===== config.mk =====
export PLATFORM = sky130hd
export DESIGN_NAME = pipe_hazard_ctrl_flat
export DESIGN_NICKNAME = d
export VERILOG_FILES = /design/src/rtl/pipe_hazard_ctrl_if.sv /design/src/rtl/pipe_hazard_ctrl.sv /design/src/flat_wrapper.sv
export SDC_FILE = /design/constraint.sdc
export NUM_CORES = 1
export LEC_CHECK = 0
export ABC_CLOCK_PERIOD_IN_PS = 3700
export BUFFER_PORTS_ARGS = -buffer_cell sky130_fd_sc_hd__buf_2
export CORE_UTILIZATION = 55
export CTS_BUF_LIST = sky130_fd_sc_hd__clkbuf_2 sky130_fd_sc_hd__clkbuf_4 sky130_fd_sc_hd__clkbuf_8
export CTS_CLUSTER_SIZE = 8
export DETAILED_ROUTE_END_ITERATION = 8
export PLACE_DENSITY = 0.86
export RECOVER_POWER = 100
export SLEW_MARGIN = 40
export SYNTH_ARGS = -nofsm -noshare
export SYNTH_HDL_FRONTEND = slang
export SYNTH_SLANG_ARGS = --single-unit

===== constraint.sdc =====
create_clock -name clk -period 3.7 [get_ports clk]
set_clock_uncertainty 0.2 [all_clocks]
set_input_delay 0.74 -clock clk [delete_from_list [all_inputs] [get_ports clk]]
set_output_delay 0.74 -clock clk [all_outputs]
set_load 0.005 [all_outputs]

===== src/rtl/pipe_hazard_ctrl_if.sv =====
// Hazard-source and stall-bus bundle between pipeline control and the
// hazard unit. The pipeline drives the master side.
interface pipe_hazard_ctrl_if #(
    parameter int STAGES = 5,
    parameter int CNT_W  = 32
);
    logic [4:0]        id_rs;
    logic [4:0]        id_rt;
    logic              id_rs_used;
    logic              id_rt_used;
    logic              ex_valid;
    logic              ex_load;
    logic [4:0]        ex_waddr;
    logic              mdu_start;
    logic              mdu_is_div;
    logic              sram_wait;
    logic              cnt_clr;
    logic [STAGES:0]   stall;
    logic              stallreq_id;
    logic              stallreq_ex;
    logic              mdu_busy;
    logic              mdu_done;
    logic [CNT_W-1:0]  stall_cnt;

    modport master (
        output id_rs, id_rt, id_rs_used, id_rt_used,
        output ex_valid, ex_load, ex_waddr,
        output mdu_start, mdu_is_div, sram_wait, cnt_clr,
        input  stall, stallreq_id, stallreq_ex,
        input  mdu_busy, mdu_done, stall_cnt
    );

    modport slave (
        input  id_rs, id_rt, id_rs_used, id_rt_used,
        input  ex_valid, ex_load, ex_waddr,
        input  mdu_start, mdu_is_div, sram_wait, cnt_clr,
        output stall, stallreq_id, stallreq_ex,
        output mdu_busy, mdu_done, stall_cnt
    );
endinterface


===== src/rtl/pipe_hazard_ctrl.sv =====
// Pipeline stall controller: load-use, multi-cycle mul/div and SRAM wait
// folded into a per-stage hold bus, plus a saturating stall-cycle counter.
module pipe_hazard_ctrl #(
    parameter int STAGES   = 5,
    parameter int LOAD_LAT = 1,
    parameter int MUL_LAT  = 4,
    parameter int DIV_LAT  = 32,
    parameter int CNT_W    = 32
) (
    input  logic              clk,
    input  logic              rst,
    pipe_hazard_ctrl_if.slave bus
);
    localparam int SW      = STAGES + 1;
    localparam int MAX_LAT = (DIV_LAT > MUL_LAT) ? DIV_LAT : MUL_LAT;
    localparam int MW      = $clog2(MAX_LAT + 1);
    localparam logic [MW-1:0] MUL_LD = MW'(MUL_LAT - 1);
    localparam logic [MW-1:0] DIV_LD = MW'(DIV_LAT - 1);
    localparam logic [SW-1:0] HOLD_ID  = SW'(3'b111);
    localparam logic [SW-1:0] HOLD_EX  = SW'(4'b1111);
    localparam logic [SW-1:0] HOLD_MEM = SW'(5'b11111);

    logic [MW-1:0]    mdu_cnt_q, mdu_cnt_d;
    logic [CNT_W-1:0] stall_cnt_q, stall_cnt_d;
    logic [SW-1:0]    stall;
    logic             hit_rs_pl, hit_rt_pl;
    logic             haz_rs, haz_rt;
    logic             req_id, req_ex;
    logic             busy, accept, done, ex_ld;

    assign ex_ld  = bus.ex_valid & bus.ex_load;
    assign busy   = mdu_cnt_q != '0;
    assign accept = bus.mdu_start & bus.ex_valid & ~busy;
    assign req_ex = busy | accept;

    assign haz_rs = bus.id_rs_used & (bus.id_rs != 5'd0)
                  & ((ex_ld & (bus.id_rs == bus.ex_waddr)) | hit_rs_pl);
    assign haz_rt = bus.id_rt_used & (bus.id_rt != 5'd0)
                  & ((ex_ld & (bus.id_rt == bus.ex_waddr)) | hit_rt_pl);
    assign req_id = haz_rs | haz_rt;

    // Counter holds LAT-1 so the hold ends exactly LAT cycles after the start.
    assign done = accept
                ? (bus.mdu_is_div ? (DIV_LAT == 1) : (MUL_LAT == 1))
                : (mdu_cnt_q == MW'(1));

    always_comb begin
        stall = '0;
        if (bus.sram_wait)
            stall = HOLD_MEM;
        else if (req_ex)
            stall = HOLD_EX;
        else if (req_id)
            stall = HOLD_ID;
    end

    generate
        if (LOAD_LAT > 1) begin : g_pl
            localparam int PL_N = LOAD_LAT - 1;
            logic [PL_N-1:0]      pl_v_q, pl_v_d;
            logic [PL_N-1:0][4:0] pl_a_q, pl_a_d;

            always_comb begin
                pl_v_d = pl_v_q;
                pl_a_d = pl_a_q;
                if (!stall[4]) begin
                    for (int i = PL_N - 1; i > 0; i--) begin
                        pl_v_d[i] = pl_v_q[i-1];
                        pl_a_d[i] = pl_a_q[i-1];
                    end
                    pl_v_d[0] = ex_ld & ~stall[3];
                    pl_a_d[0] = bus.ex_waddr;
                end
            end

            always_ff @(posedge clk or negedge rst) begin
                if (!rst) begin
                    pl_v_q <= '0;
                    pl_a_q <= '0;
                end else begin
                    pl_v_q <= pl_v_d;
                    pl_a_q <= pl_a_d;
                end
            end

            always_comb begin
                hit_rs_pl = 1'b0;
                hit_rt_pl = 1'b0;
                for (int i = 0; i < PL_N; i++) begin
                    hit_rs_pl |= pl_v_q[i] & (pl_a_q[i] == bus.id_rs);
                    hit_rt_pl |= pl_v_q[i] & (pl_a_q[i] == bus.id_rt);
                end
            end
        end else begin : g_no_pl
            assign hit_rs_pl = 1'b0;
            assign hit_rt_pl = 1'b0;
        end
    endgenerate

    always_comb begin
        mdu_cnt_d = mdu_cnt_q;
        if (accept)
            mdu_cnt_d = bus.mdu_is_div ? DIV_LD : MUL_LD;
        else if (busy)
            mdu_cnt_d = mdu_cnt_q - 1'b1;
    end

    always_comb begin
        stall_cnt_d = stall_cnt_q;
        if (bus.cnt_clr)
            stall_cnt_d = '0;
        else if (stall[0] && stall_cnt_q != '1)
            stall_cnt_d = stall_cnt_q + 1'b1;
    end

    always_ff @(posedge clk or negedge rst) begin
        if (!rst) begin
            mdu_cnt_q   <= '0;
            stall_cnt_q <= '0;
        end else begin
            mdu_cnt_q   <= mdu_cnt_d;
            stall_cnt_q <= stall_cnt_d;
        end
    end

    // Combinational outputs are forced low while reset is held.
    assign bus.stall       = rst ? stall : '0;
    assign bus.stallreq_id = rst & req_id;
    assign bus.stallreq_ex = rst & req_ex;
    assign bus.mdu_done    = rst & done;
    assign bus.mdu_busy    = busy;
    assign bus.stall_cnt   = stall_cnt_q;
endmodule


===== src/flat_wrapper.sv =====
// flat-port wrapper written by rule: the top's interface ports become plain ports
module pipe_hazard_ctrl_flat 
#(
    parameter int STAGES   = 5,
    parameter int LOAD_LAT = 1,
    parameter int MUL_LAT  = 4,
    parameter int DIV_LAT  = 32,
    parameter int CNT_W    = 32
)
  (clk, rst, bus_id_rs, bus_id_rt, bus_id_rs_used, bus_id_rt_used, bus_ex_valid, bus_ex_load, bus_ex_waddr, bus_mdu_start, bus_mdu_is_div, bus_sram_wait, bus_cnt_clr, bus_stall, bus_stallreq_id, bus_stallreq_ex, bus_mdu_busy, bus_mdu_done, bus_stall_cnt);
  pipe_hazard_ctrl_if #(.STAGES(STAGES), .CNT_W(CNT_W)) bus_i ();
  input  logic clk;
  input  logic rst;
  input wire logic [$bits(bus_i.id_rs)-1:0] bus_id_rs;
  input wire logic [$bits(bus_i.id_rt)-1:0] bus_id_rt;
  input wire logic [$bits(bus_i.id_rs_used)-1:0] bus_id_rs_used;
  input wire logic [$bits(bus_i.id_rt_used)-1:0] bus_id_rt_used;
  input wire logic [$bits(bus_i.ex_valid)-1:0] bus_ex_valid;
  input wire logic [$bits(bus_i.ex_load)-1:0] bus_ex_load;
  input wire logic [$bits(bus_i.ex_waddr)-1:0] bus_ex_waddr;
  input wire logic [$bits(bus_i.mdu_start)-1:0] bus_mdu_start;
  input wire logic [$bits(bus_i.mdu_is_div)-1:0] bus_mdu_is_div;
  input wire logic [$bits(bus_i.sram_wait)-1:0] bus_sram_wait;
  input wire logic [$bits(bus_i.cnt_clr)-1:0] bus_cnt_clr;
  output wire logic [$bits(bus_i.stall)-1:0] bus_stall;
  output wire logic [$bits(bus_i.stallreq_id)-1:0] bus_stallreq_id;
  output wire logic [$bits(bus_i.stallreq_ex)-1:0] bus_stallreq_ex;
  output wire logic [$bits(bus_i.mdu_busy)-1:0] bus_mdu_busy;
  output wire logic [$bits(bus_i.mdu_done)-1:0] bus_mdu_done;
  output wire logic [$bits(bus_i.stall_cnt)-1:0] bus_stall_cnt;
  assign bus_i.id_rs = bus_id_rs;
  assign bus_i.id_rt = bus_id_rt;
  assign bus_i.id_rs_used = bus_id_rs_used;
  assign bus_i.id_rt_used = bus_id_rt_used;
  assign bus_i.ex_valid = bus_ex_valid;
  assign bus_i.ex_load = bus_ex_load;
  assign bus_i.ex_waddr = bus_ex_waddr;
  assign bus_i.mdu_start = bus_mdu_start;
  assign bus_i.mdu_is_div = bus_mdu_is_div;
  assign bus_i.sram_wait = bus_sram_wait;
  assign bus_i.cnt_clr = bus_cnt_clr;
  assign bus_stall = bus_i.stall;
  assign bus_stallreq_id = bus_i.stallreq_id;
  assign bus_stallreq_ex = bus_i.stallreq_ex;
  assign bus_mdu_busy = bus_i.mdu_busy;
  assign bus_mdu_done = bus_i.mdu_done;
  assign bus_stall_cnt = bus_i.stall_cnt;
  pipe_hazard_ctrl #(.STAGES(STAGES), .LOAD_LAT(LOAD_LAT), .MUL_LAT(MUL_LAT), .DIV_LAT(DIV_LAT), .CNT_W(CNT_W)) u_core (.clk(clk), .rst(rst), .bus(bus_i));
endmodule

==> out/metrics.yaml <==
cells_and_area:
  final_common_cell: "buf_2"
  fill_cells: 373
  final-seq-area_um2: 950.9
  finalNetCount: 372
  areaGrowthSynthToFinish_pct: 13.95
  multi_input_area_mm2: 0.001401
  drive_gt1_frac: 0.2326
  layout_common_cells: "buf_2 (54), dfrtp_1 (38), a21oi_1 (32), nand2_1 (20), nor2_1 (20)"
  n_antenna_cell: 0
timing:
  period_needed_ns: 3.127
  worst-slew-pin-transition_ns: 1.673
  clock.fmax_ghz: 0.3198
  post-route-period-util: 0.8451
  fin_ws_ns: 0.5733
  hold_viol: 0
  finalSetupViolCount: 0
  finalMaxSlewViolations: 33
  rsz0062_at_grt: "false"
  setup_tns_ns: 0
  slew_headroom: -0.1156
outcome:
  violations: "capacitance limit, slew limit"
  status: "complete, but fails checks"
yosys:
  synthesis.nets: 309
  synth_edf_count: 0
  synth.avg_cell_area_um2: 9.031
  synth.distinct_cells: 48
  synth_area_mm2: 0.002529
  synthFlopType: "dfrtp_1"
  yosysSeqAreaShare: 0.3761
  synth_warnings: 0
  async_flop_share: 1.000
  synth_seq_cells: 38
  netlist_instances: 280
worst_hold_path:
  hp-class: "input pin to async pin"
job:
  drv_cap: 1
die:
  die_height_um: 69.81
  rows: 24
  ioPinCount: 67
  die_area_mm2: 0.004873
  initial_core_util: 0.5768
  fp.dieW_um: 69.81
  fp.coreArea_mm2: 0.004384
cts:
  root_buffer: "clkbuf_8"
  post_cts_buffers: 0
  cts_sinks: 38
  clk_pin_slew_ns: 0.07
  clockBufferDepth: 2
  h-tree-depth: 2
  clock_latency_ns: 0.29
  cts_buffers: 5
  cts-resized-gates: 0
  ctsHoldBuffers: 0
  cts_tree: "yes"
drt:
  via_count: 2359
  first_pass_iters: 4
  route.detailed.drc: 0
  vias_per_cell: 5.957
  wl_per_cell_um: 14.70
  wl_um: 5821
  antenna_left: 0
  dr.first_iter.drc_count: 150
setup_path:
  cp_max_fo: 4
  r2r-start: "u_core.mdu_cnt_q[4]"
  r2r_setup_slack_ns: 0.68
  arrival_ns: 2.19
  slowest_delay_ns: 0.65
  crit_type: "input pin to output pin"
  crit_path_end_kind: "output pin"
  worstSetupStartpointType: "input pin"
  crit_slowest_cell: "nor3_1"
  worstPathCellList: "buf_2 > xnor2_1 > nand3_1 > nor3_1 > nor3_4 > nor2b_1 > clkbuf_2"
  cp.required_ns: 2.76
  crit_path_start: "bus_ex_waddr[3]"
grt:
  grtUsageTotal: 0.2334
  grt_pass1_wl_um: 9259
  overflow: 0
  antenna_found_initial: 0
  grt_pass1_vias: 2126
  grt_max_degree: 39
power:
  ir_drop_mv: 0.2677
  p_leak_nw: 1.207
  p_per_area_mw_per_mm2: 372.7
placement:
  hpwl_um: 4210
  place_ws_ns: 0.5955
  gp_congestion: 0.7792
  port_buffers: 65
==> flip-flops by register name (all words and copies together), names as in the netlist <==
| name | flops |
|---|---|
| u_core.mdu_cnt_q | 6 |
| u_core.bus.stall_cnt | 32 |
==> kinds of logic (layout without fill, tap and decap cells) <==
| logic type | count (synthesis) | in the layout | synth area share |
|---|---|---|---|
| adders and majority gates | 4 | 4 | 0.01979 |
| other | 1 | 1 | 0.001483 |
| muxes | 7 | 7 | 0.03414 |
| AOI/OAI and AO/OA | 66 | 66 | 0.1633 |
| xor gates and xnor gates | 12 | 12 | 0.04156 |
| DFF | 38 | 38 | 0.3761 |
| and+or+nand+nor | 134 | 134 | 0.3147 |
| buffers and inverters | 18 | 82 | 0.04899 |
==> worst paths after layout <==
check	end	cells past startpoint
worst max-delay path	bus_stall[1]	7
worst min-delay path	u_core.mdu_cnt_q[1]	1
worst max register to register	u_core.bus.stall_cnt[21]	6
worst min register to register	u_core.mdu_cnt_q[0]	1
max in group asynchronous	u_core.bus.stall_cnt[14]	2
min in group clk	u_core.mdu_cnt_q[0]	1
==> where the power goes <==
group          switching, W  internal, W  total, W
Sequential        0.0000397     0.000455  0.000495
Combinational      0.000119    0.0000940  0.000213
Clock              0.000150     0.000217  0.000366
Total              0.000308     0.000766   0.00107
==> worst max-delay path, delay by kind of cell <==
kind                      cells  cell delay [ns]
buffers and inverters         2             0.27
and+or+nand+nor               4             1.01
xor gates and xnor gates      1             0.15
==> layer usage <==
layer,vias to the layer above,wire (µm),GRT usage
li1,1155,-,-
met1,1109,2519,0.2798
met2,87,2925,0.4188
met3,8,312,0.04070
met4,0,63,0.08000
met5,-,0,0
==> metrics by stage <==
stage / instances / utilization / power (W) / instance area (µm²) / hold WS, ns
floorplan: 280 / - / 0.0006697 / 2529 / 0.2444
finish: 396 / 0.6572 / 0.001074 / 2882 / 0.2077
detailed placement: 388 / 0.6487 / 0.0007373 / 2844 / 0.3038
CTS: 396 / 0.6747 / 0.001096 / 2958 / 0.1117
global route: 396 / 0.6572 / 0.001123 / 2882 / 0.2587
global placement: 388 / 0.6487 / 0.0007247 / 2844 / 0.2829
==> Yosys cell counts (2+ instances only) <==
cell type / count / share of area
dfrtp_1: 38 / 0.38
a21oi_1: 31 / 0.061
nand2_1: 20 / 0.030
nor2_1: 20 / 0.030
nand3_1: 19 / 0.038
or3_1: 19 / 0.047
o21ai_1: 14 / 0.028
xnor2_1: 10 / 0.035
nand4_1: 9 / 0.022
or4_1: 9 / 0.027
and2_1: 7 / 0.017
nor2b_1: 7 / 0.017
o31ai_1: 6 / 0.018
clkbuf_1: 5 / 0.0074
inv_1: 5 / 0.0074
nor3_1: 5 / 0.0099
buf_4: 4 / 0.012
ha_1: 4 / 0.020
mux2_1: 4 / 0.018
and3_1: 3 / 0.0074
nor3_4: 3 / 0.019
o21ai_0: 3 / 0.0059
a21oi_2: 2 / 0.0069
a31oi_1: 2 / 0.0049
buf_12: 2 / 0.016
mux2_4: 2 / 0.012
nor3_2: 2 / 0.0079
nor4_1: 2 / 0.0049
o31ai_4: 2 / 0.017
or2_2: 2 / 0.0049
xor2_1: 2 / 0.0069
==> final cells by class <==
type                       instances  area share
inverter                           5    0.006513
tap                               52     0.02258
multi-input combinational        224      0.4863
sequential                        38      0.3300
timing repair buffer              69      0.1151
clock inverter                     1     0.01042
clock buffer                       7     0.02909
(Power assumes the default switching activity.)
